===== config.mk =====
export PLATFORM = sky130hd
export DESIGN_NAME = pipeline_hazard_ctrl
export DESIGN_NICKNAME = d
export VERILOG_FILES = /design/src/rtl/rv_pipe_pkg.sv /design/src/rtl/load_use_detect.sv /design/src/rtl/pipeline_hazard_ctrl.sv
export SDC_FILE = /design/constraint.sdc
export NUM_CORES = 1
export LEC_CHECK = 0
export BUFFER_PORTS_ARGS = -buffer_cell sky130_fd_sc_hd__buf_2
export CAP_MARGIN = 25
export CORE_MARGIN = 2
export CORE_UTILIZATION = 48
export CTS_BUF_LIST = sky130_fd_sc_hd__clkbuf_4 sky130_fd_sc_hd__clkbuf_8
export DETAILED_ROUTE_END_ITERATION = 6
export GPL_ROUTABILITY_DRIVEN = 0
export GPL_TIMING_DRIVEN = 0
export PLACE_DENSITY = 0.79
export REMOVE_ABC_BUFFERS = 1
export SYNTH_ARGS = -nofsm -noshare
export SYNTH_HDL_FRONTEND = slang
export SYNTH_SLANG_ARGS = --single-unit
export TNS_END_PERCENT = 20

===== constraint.sdc =====
create_clock -name CLK -period 2.05 [get_ports CLK]
set_input_delay 0.205 -clock CLK [delete_from_list [all_inputs] [get_ports CLK]]
set_output_delay 0.205 -clock CLK [all_outputs]
set_load 0.01 [all_outputs]

===== src/rtl/rv_pipe_pkg.sv =====
// Shared pipeline-control definitions: controller state encoding, divider latency
// and the bundle of pipeline-register controls produced by the hazard unit.
package rv_pipe_pkg;

    typedef enum logic [1:0] {
        ST_RUN      = 2'd0,
        ST_DIV_WAIT = 2'd1,
        ST_MEM_WAIT = 2'd2
    } state_e;

    localparam int DIV_CYCLES = 32;
    localparam int DIV_CNT_W  = $clog2(DIV_CYCLES);
    localparam logic [DIV_CNT_W-1:0] DIV_CNT_INIT = DIV_CNT_W'(DIV_CYCLES - 1);

    typedef struct packed {
        logic pc_en;
        logic if_id_en;
        logic id_ex_en;
        logic ex_ma_en;
        logic ma_wb_en;
        logic if_id_flush;
        logic id_ex_flush;
        logic ex_ma_flush;
        logic ma_wb_flush;
        logic div_start;
    } ctrl_t;

    localparam ctrl_t CTRL_NORMAL = '{pc_en: 1'b1, if_id_en: 1'b1, id_ex_en: 1'b1,
                                      ex_ma_en: 1'b1, ma_wb_en: 1'b1, default: 1'b0};
    // Whole front end frozen; only the MA->WB stage moves, carrying a bubble.
    localparam ctrl_t CTRL_MEM = '{ma_wb_en: 1'b1, ma_wb_flush: 1'b1, default: 1'b0};
    localparam ctrl_t CTRL_DIV_HOLD = '{ex_ma_en: 1'b1, ma_wb_en: 1'b1,
                                        ex_ma_flush: 1'b1, default: 1'b0};
    localparam ctrl_t CTRL_DIV_START = '{ex_ma_en: 1'b1, ma_wb_en: 1'b1,
                                         ex_ma_flush: 1'b1, div_start: 1'b1, default: 1'b0};
    localparam ctrl_t CTRL_BRANCH = '{pc_en: 1'b1, if_id_en: 1'b1, id_ex_en: 1'b1,
                                      ex_ma_en: 1'b1, ma_wb_en: 1'b1, if_id_flush: 1'b1,
                                      id_ex_flush: 1'b1, default: 1'b0};
    localparam ctrl_t CTRL_LOAD_USE = '{id_ex_en: 1'b1, ex_ma_en: 1'b1, ma_wb_en: 1'b1,
                                        id_ex_flush: 1'b1, default: 1'b0};

endpackage


===== src/rtl/load_use_detect.sv =====
// Flags an ID instruction that reads the destination of a load still in EX.
module load_use_detect (
    input  logic [4:0] id_rs1,
    input  logic [4:0] id_rs2,
    input  logic       id_uses_rs1,
    input  logic       id_uses_rs2,
    input  logic [4:0] ex_rd,
    input  logic [1:0] ex_mr,
    input  logic       ex_reg_en,
    output logic       load_use
);

    logic ex_is_load_wr;

    // x0 is hard-wired zero, so a load targeting it never creates a dependency.
    assign ex_is_load_wr = (ex_mr != 2'd0) && ex_reg_en && (ex_rd != 5'd0);

    assign load_use = ex_is_load_wr &&
                      ((id_uses_rs1 && (id_rs1 == ex_rd)) ||
                       (id_uses_rs2 && (id_rs2 == ex_rd)));

endmodule


===== src/rtl/pipeline_hazard_ctrl.sv =====
// Pipeline hazard controller: prioritises memory, divide, branch and load-use
// hazards into register enables/flushes, and sequences the multi-cycle divide.
module pipeline_hazard_ctrl (
    input  logic        CLK,
    input  logic        RESET,
    input  logic [4:0]  ID_RS1,
    input  logic [4:0]  ID_RS2,
    input  logic        ID_USES_RS1,
    input  logic        ID_USES_RS2,
    input  logic [4:0]  EX_RD,
    input  logic [1:0]  EX_MR,
    input  logic        EX_REG_EN,
    input  logic        EX_BRANCH_TAKEN,
    input  logic        EX_IS_DIV,
    input  logic        MA_MEM_REQ,
    input  logic        MEM_READY,
    output logic        PC_EN,
    output logic        IF_ID_EN,
    output logic        ID_EX_EN,
    output logic        EX_MA_EN,
    output logic        MA_WB_EN,
    output logic        IF_ID_FLUSH,
    output logic        ID_EX_FLUSH,
    output logic        EX_MA_FLUSH,
    output logic        MA_WB_FLUSH,
    output logic        DIV_START,
    output logic [1:0]  STATE,
    output logic [31:0] STALL_CNT
);

    import rv_pipe_pkg::*;

    state_e                 state_q, state_d;
    logic [DIV_CNT_W-1:0]   div_cnt_q, div_cnt_d;
    logic [31:0]            stall_cnt_q, stall_cnt_d;
    logic                   mem_stall;
    logic                   load_use;
    ctrl_t                  ctrl;

    load_use_detect u_load_use_detect (
        .id_rs1      (ID_RS1),
        .id_rs2      (ID_RS2),
        .id_uses_rs1 (ID_USES_RS1),
        .id_uses_rs2 (ID_USES_RS2),
        .ex_rd       (EX_RD),
        .ex_mr       (EX_MR),
        .ex_reg_en   (EX_REG_EN),
        .load_use    (load_use)
    );

    assign mem_stall = MA_MEM_REQ && !MEM_READY;

    always_comb begin
        // NOTE: every signal gets a default first so no path can infer a latch.
        ctrl      = CTRL_NORMAL;
        state_d   = state_q;
        div_cnt_d = div_cnt_q;

        case (state_q)
            ST_DIV_WAIT: begin
                // The divider keeps counting through memory stalls; only capture waits.
                if (div_cnt_q != '0) begin
                    div_cnt_d = div_cnt_q - DIV_CNT_W'(1);
                    ctrl      = mem_stall ? CTRL_MEM : CTRL_DIV_HOLD;
                end else if (mem_stall) begin
                    ctrl = CTRL_MEM;
                end else begin
                    state_d = ST_RUN;
                end
            end
            default: begin
                // MEM_WAIT with memory ready decodes exactly like RUN.
                if (mem_stall) begin
                    ctrl    = CTRL_MEM;
                    state_d = ST_MEM_WAIT;
                end else if (EX_IS_DIV) begin
                    ctrl      = CTRL_DIV_START;
                    state_d   = ST_DIV_WAIT;
                    div_cnt_d = DIV_CNT_INIT;
                end else begin
                    state_d = ST_RUN;
                    if (EX_BRANCH_TAKEN) begin
                        ctrl = CTRL_BRANCH;
                    end else if (load_use) begin
                        ctrl = CTRL_LOAD_USE;
                    end
                end
            end
        endcase

        stall_cnt_d = stall_cnt_q;
        if (!ctrl.pc_en && (stall_cnt_q != '1)) begin
            stall_cnt_d = stall_cnt_q + 32'd1;
        end
    end

    // NOTE: sequential state uses non-blocking assignments so all flops update together.
    always_ff @(posedge CLK or posedge RESET) begin
        if (RESET) begin
            state_q     <= ST_RUN;
            div_cnt_q   <= '0;
            stall_cnt_q <= '0;
        end else begin
            state_q     <= state_d;
            div_cnt_q   <= div_cnt_d;
            stall_cnt_q <= stall_cnt_d;
        end
    end

    assign PC_EN       = ctrl.pc_en;
    assign IF_ID_EN    = ctrl.if_id_en;
    assign ID_EX_EN    = ctrl.id_ex_en;
    assign EX_MA_EN    = ctrl.ex_ma_en;
    assign MA_WB_EN    = ctrl.ma_wb_en;
    assign IF_ID_FLUSH = ctrl.if_id_flush;
    assign ID_EX_FLUSH = ctrl.id_ex_flush;
    assign EX_MA_FLUSH = ctrl.ex_ma_flush;
    assign MA_WB_FLUSH = ctrl.ma_wb_flush;
    assign DIV_START   = ctrl.div_start;
    assign STATE       = state_q;
    assign STALL_CNT   = stall_cnt_q;

endmodule


==> impl_table.tex <==
\begin{tabular}{lr}
\hline
Metric & Value \\
\hline
\multicolumn{2}{l}{\textbf{Outcome}} \\
Outcome & finished with violations \\
Failing checks & negative setup slack \\
\multicolumn{2}{l}{\textbf{Detailed routing}} \\
Drc violations & 0 \\
Count of TritonRoute iterations in the first routing pass & 4 \\
Overall via count from detail\_route & 1925 \\
Number of design-rule violations left by the first detailed-router iteration & 110 \\
Average routed wire per standard cell & 15.5 um \\
Number of antenna-violating nets in the routed design & 0 \\
Via density per instance & 5.50 \\
Highest metal layer with signal wires & met4 \\
Routed wl met2 & 2880 um \\
Routed wl met3 & 223 um \\
Routed wire length & 5410 um \\
Post-route met1 wirelength & 2250 um \\
\multicolumn{2}{l}{\textbf{Timing}} \\
Post-route clock skew & 0.00906 ns \\
Final max-slew violation count & 0 \\
Maximum frequency from static timing analysis & 456 MHz \\
Final Cycle Share & 1.07 \\
Tightest hold margin & 0.0651 ns \\
Worst Slack Setup Final & -0.141 ns \\
Endpoints failing hold & 0 \\
Number of setup violations in the final report & 25 \\
Normalized max-slew margin & 0.458 \\
Worst-margin pin slew & 0.812 ns \\
Min Clock Period, post-route & 2.19 ns \\
Setup repair after global routing missed its margin & true \\
\multicolumn{2}{l}{\textbf{Power and ir drop}} \\
Ratio of total power to cell area & 945 nW/um2 \\
Maximum vdd drop & 0.410 mV \\
Switch Pwr & 1.06 mW \\
Combinational Power Share & 0.400 \\
Internal Power & 1.72 mW \\
Part of the power in the clock network & 0.191 \\
Register share of total power & 0.409 \\
Switching fraction of total power & 0.382 \\
Leakage & 1.39 nW \\
\multicolumn{2}{l}{\textbf{Global routing}} \\
Remaining Overflow, GRT & 0 \\
Number of global-route vias before repair & 1847 \\
Pin count of the biggest net entering global routing & 40 \\
First-pass GRT wire length & 8730 um \\
Number of antenna violations at the first check in global routing & 0 \\
GR Util All Layers & 0.215 \\
\multicolumn{2}{l}{\textbf{Yosys}} \\
Share of synthesized area occupied by flip-flops and latches & 0.435 \\
Post-synthesis area per instance & 10.5 um2 \\
Top-area cell type share of the netlist area & 0.435 \\
Post-synthesis cell count & 214 \\
Ys async rst share & 1.00 \\
Number of enable flip-flop cells after synthesis & 0 \\
Register bit total from synthesis & 39 \\
Leading area contributor after synthesis & sky130\_fd\_sc\_hd\_\_dfrtp\_1 \\
Dominant cells by area after synthesis & sky130\_fd\_sc\_hd\_\_dfrtp\_1 44\%, sky130\_fd\_sc\_hd\_\_xor2\_1 11\%, sky130\_fd\_sc\_hd\_\_nor4\_2 6.1\% \\
Warning count from the yosys run & 0 \\
Commonest cells in the netlist & 39 x sky130\_fd\_sc\_hd\_\_dfrtp\_1, 27 x sky130\_fd\_sc\_hd\_\_xor2\_1, 19 x sky130\_fd\_sc\_hd\_\_nand2\_1 \\
Cell area after synthesis & 2240 um2 \\
Most frequently used cell type in the post-synthesis netlist & sky130\_fd\_sc\_hd\_\_dfrtp\_1 \\
Number of different library cells in the post-synthesis netlist & 41 \\
Primary FF master, synth & sky130\_fd\_sc\_hd\_\_dfrtp\_1 \\
\multicolumn{2}{l}{\textbf{Worst setup path}} \\
Crit path buffers/inverters & 1 \\
List of cells traversed by the critical path & and2b\_4, or3\_4, a222oi\_1, or2\_4, buf\_6 \\
Type of destination of the critical path & primary output \\
Kind of start point of the critical path & flip-flop \\
Crit path required time & 1.85 ns \\
FF-to-FF path depth & 7 \\
Start-to-end type of the worst setup path & flip-flop to primary output \\
Family with the most delay on the worst path & simple AND/OR/NAND/NOR gates \\
Worst r2r src & STATE[1]\$\_DFFE\_PP0P\_ \\
Signal arrival time at the worst endpoint & 1.99 ns \\
Critical path's slowest cell & sky130\_fd\_sc\_hd\_\_a222oi\_1 \\
Internal reg-to-reg setup slack & -0.14 ns \\
Maximum single-stage delay on the critical path & 0.39 ns \\
Endpoint of the most critical register-to-register path & STALL\_CNT[30]\$\_DFFE\_PP0P\_ \\
Critical Path Fanout Max & 7 \\
\multicolumn{2}{l}{\textbf{Placement}} \\
Place WS & -0.675 ns \\
Detailed placer's ending HPWL & 3490 um \\
Port Buffer Count & 68 \\
\multicolumn{2}{l}{\textbf{Clocking}} \\
Root buffer selected by CTS & sky130\_fd\_sc\_hd\_\_clkbuf\_8 \\
Number of levels the H-tree was split into & 2 \\
Clock latency on the worst-skew pair & 0.29 ns \\
Clock transition at the registers of the reported paths & 0.07 ns \\
Maximum number of buffers from clock root to sink & 2 \\
Clock tree from TritonCTS & yes \\
CTS sink cnt & 39 \\
Number of buffers inserted during clock tree synthesis & 5 \\
\multicolumn{2}{l}{\textbf{Cells and area}} \\
\# nets final & 326 \\
Antenna diode count & 0 \\
Area Overhead vs Synth & 31.3\% \\
Share of final-layout standard cells stronger than drive strength 1 & 0.436 \\
\multicolumn{2}{l}{\textbf{Hold path}} \\
HP Class & primary input to async pin \\
\multicolumn{2}{l}{\textbf{Floorplan}} \\
Core Region & 4410 um2 \\
Die Wd & 72.3 um \\
Std-Cell Rows & 24 \\
Overall die height & 72.3 um \\
Starting density of the core & 0.508 \\
IO Pins & 70 \\
Die outline area & 5230 um2 \\
\multicolumn{2}{l}{\textbf{Job}} \\
Max Cap Violations & 0 \\
\hline
\end{tabular}
[sequential cells by signal, indices dropped and copies added, names as in the netlist]
signal     flops
STALL_CNT     32
STATE          2
div_cnt_q      5
[power groups by stage]
stage | combinational [mW] | sequential, mW | clock (mW)
6_report | 1.11 | 1.14 | 0.532
2_1_floorplan | 0.507 | 1.17 | 0
5_1_grt | 1.22 | 1.16 | 0.565
3_5_place_dp | 0.852 | 1.14 | 0
4_1_cts | 0.990 | 1.13 | 0.537
3_3_place_gp | 0.833 | 1.14 | 0
[layer usage]
layer | GRT usage | vias up
met5 | 0 | -
li1 | - | 925
met3 | 0.0514 | 4
met4 | 0.0839 | 0
met1 | 0.268 | 952
met2 | 0.360 | 44
[kinds of logic (layout without fill, tap and decap cells)]
kind of cell,after synthesis,after routing,synth area share
buf+inv,15,97,0.0357
other cells,1,1,0.00167
flops,39,39,0.435
simple gates,101,103,0.306
xor+xnor,42,42,0.164
compound gates,12,12,0.0335
mux,1,1,0.00669
fa+ha+maj,3,3,0.0167
[final cells by class]
type	instances	area [um2]
clock buffers	7	83.8
clock inverters	1	5.00
fillers	347	1470
inverters	8	30.0
multi-input cells	162	1330
flip-flops and latches	39	976
well taps	52	65.1
repair buffers	81	450
[how the worst max path moves through the flow]
| stage | slack, ns | startpoint | to | cells past startpoint |
|---|---|---|---|---|
| finish | -0.14 | STATE[1]$_DFFE_PP0P_ | IF_ID_EN | 5 |
| CTS | -0.18 | div_cnt_q[1]$_DFFE_PP0P_ | IF_ID_EN | 7 |
| detailed placement | -0.68 | STALL_CNT[9]$_DFFE_PP0P_ | STALL_CNT[30]$_DFFE_PP0P_ | 5 |
| floorplan | -0.36 | STALL_CNT[9]$_DFFE_PP0P_ | STALL_CNT[30]$_DFFE_PP0P_ | 5 |
| global placement | -0.64 | STALL_CNT[9]$_DFFE_PP0P_ | STALL_CNT[30]$_DFFE_PP0P_ | 5 |
| global route | -0.21 | STATE[1]$_DFFE_PP0P_ | IF_ID_EN | 5 |
[per-stage QoR]
stage	TNS, ns	power [mW]	area (um2)	std cells	util
after floorplan	-7.30	1.68	2190	207	-
after global placement	-17.56	1.97	2600	327	0.588
after detailed placement	-17.96	2.00	2600	327	0.588
after CTS	-2.98	2.66	2810	345	0.637
final	-2.21	2.78	2940	350	0.667
after global routing	-4.48	2.95	2940	350	0.667
[worst reg2reg max path, stage by stage, from the launching register on]
cell and delay, ns:
sky130_fd_sc_hd__dfrtp_1 0.38, sky130_fd_sc_hd__and2b_4 0.23, sky130_fd_sc_hd__or3_4 0.39, sky130_fd_sc_hd__a222oi_1 0.39, sky130_fd_sc_hd__or2_4 0.21, sky130_fd_sc_hd__buf_4 0.14, sky130_fd_sc_hd__nor3b_2 0.06, sky130_fd_sc_hd__mux2_4 0.29
[placed cells by master, fill, tap and decap left out, types with 2 or more instances in the layout]
cell type,synthesis,final
sky130_fd_sc_hd__a211oi_1,2,2
sky130_fd_sc_hd__a21oi_1,4,4
sky130_fd_sc_hd__and2_0,2,2
sky130_fd_sc_hd__and2_1,2,2
sky130_fd_sc_hd__and3_1,5,5
sky130_fd_sc_hd__and4_1,4,3
sky130_fd_sc_hd__buf_2,1,66
sky130_fd_sc_hd__buf_4,4,13
sky130_fd_sc_hd__buf_6,1,2
sky130_fd_sc_hd__clkbuf_4,0,2
sky130_fd_sc_hd__clkbuf_8,0,5
sky130_fd_sc_hd__dfrtp_1,39,39
sky130_fd_sc_hd__ha_1,3,2
sky130_fd_sc_hd__inv_1,8,5
sky130_fd_sc_hd__inv_2,0,3
sky130_fd_sc_hd__nand2_1,19,19
sky130_fd_sc_hd__nand2b_1,3,3
sky130_fd_sc_hd__nand3_1,12,11
sky130_fd_sc_hd__nand4_1,6,6
sky130_fd_sc_hd__nand4_4,1,2
sky130_fd_sc_hd__nor2_1,9,8
sky130_fd_sc_hd__nor3_1,10,7
sky130_fd_sc_hd__nor3_2,0,3
sky130_fd_sc_hd__nor4_2,11,10
sky130_fd_sc_hd__nor4_4,1,5
sky130_fd_sc_hd__o21ai_0,3,2
sky130_fd_sc_hd__or3_4,2,5
sky130_fd_sc_hd__xnor2_1,15,15
sky130_fd_sc_hd__xor2_1,27,27
[what timing repair did]
| item | in CTS | in global routing |
|---|---|---|
| setup endpoints to repair | 34 | 35 |
| gates cloned | 1 | 1 |
| hold buffers | 0 | 0 |
| resized for setup | 12 | 17 |
| pin swaps | 5 | 9 |
| setup buffers | 9 | 4 |
| endpoints found under the hold margin | 0 | 0 |
Note: power is estimated with default switching activity, not from simulation.
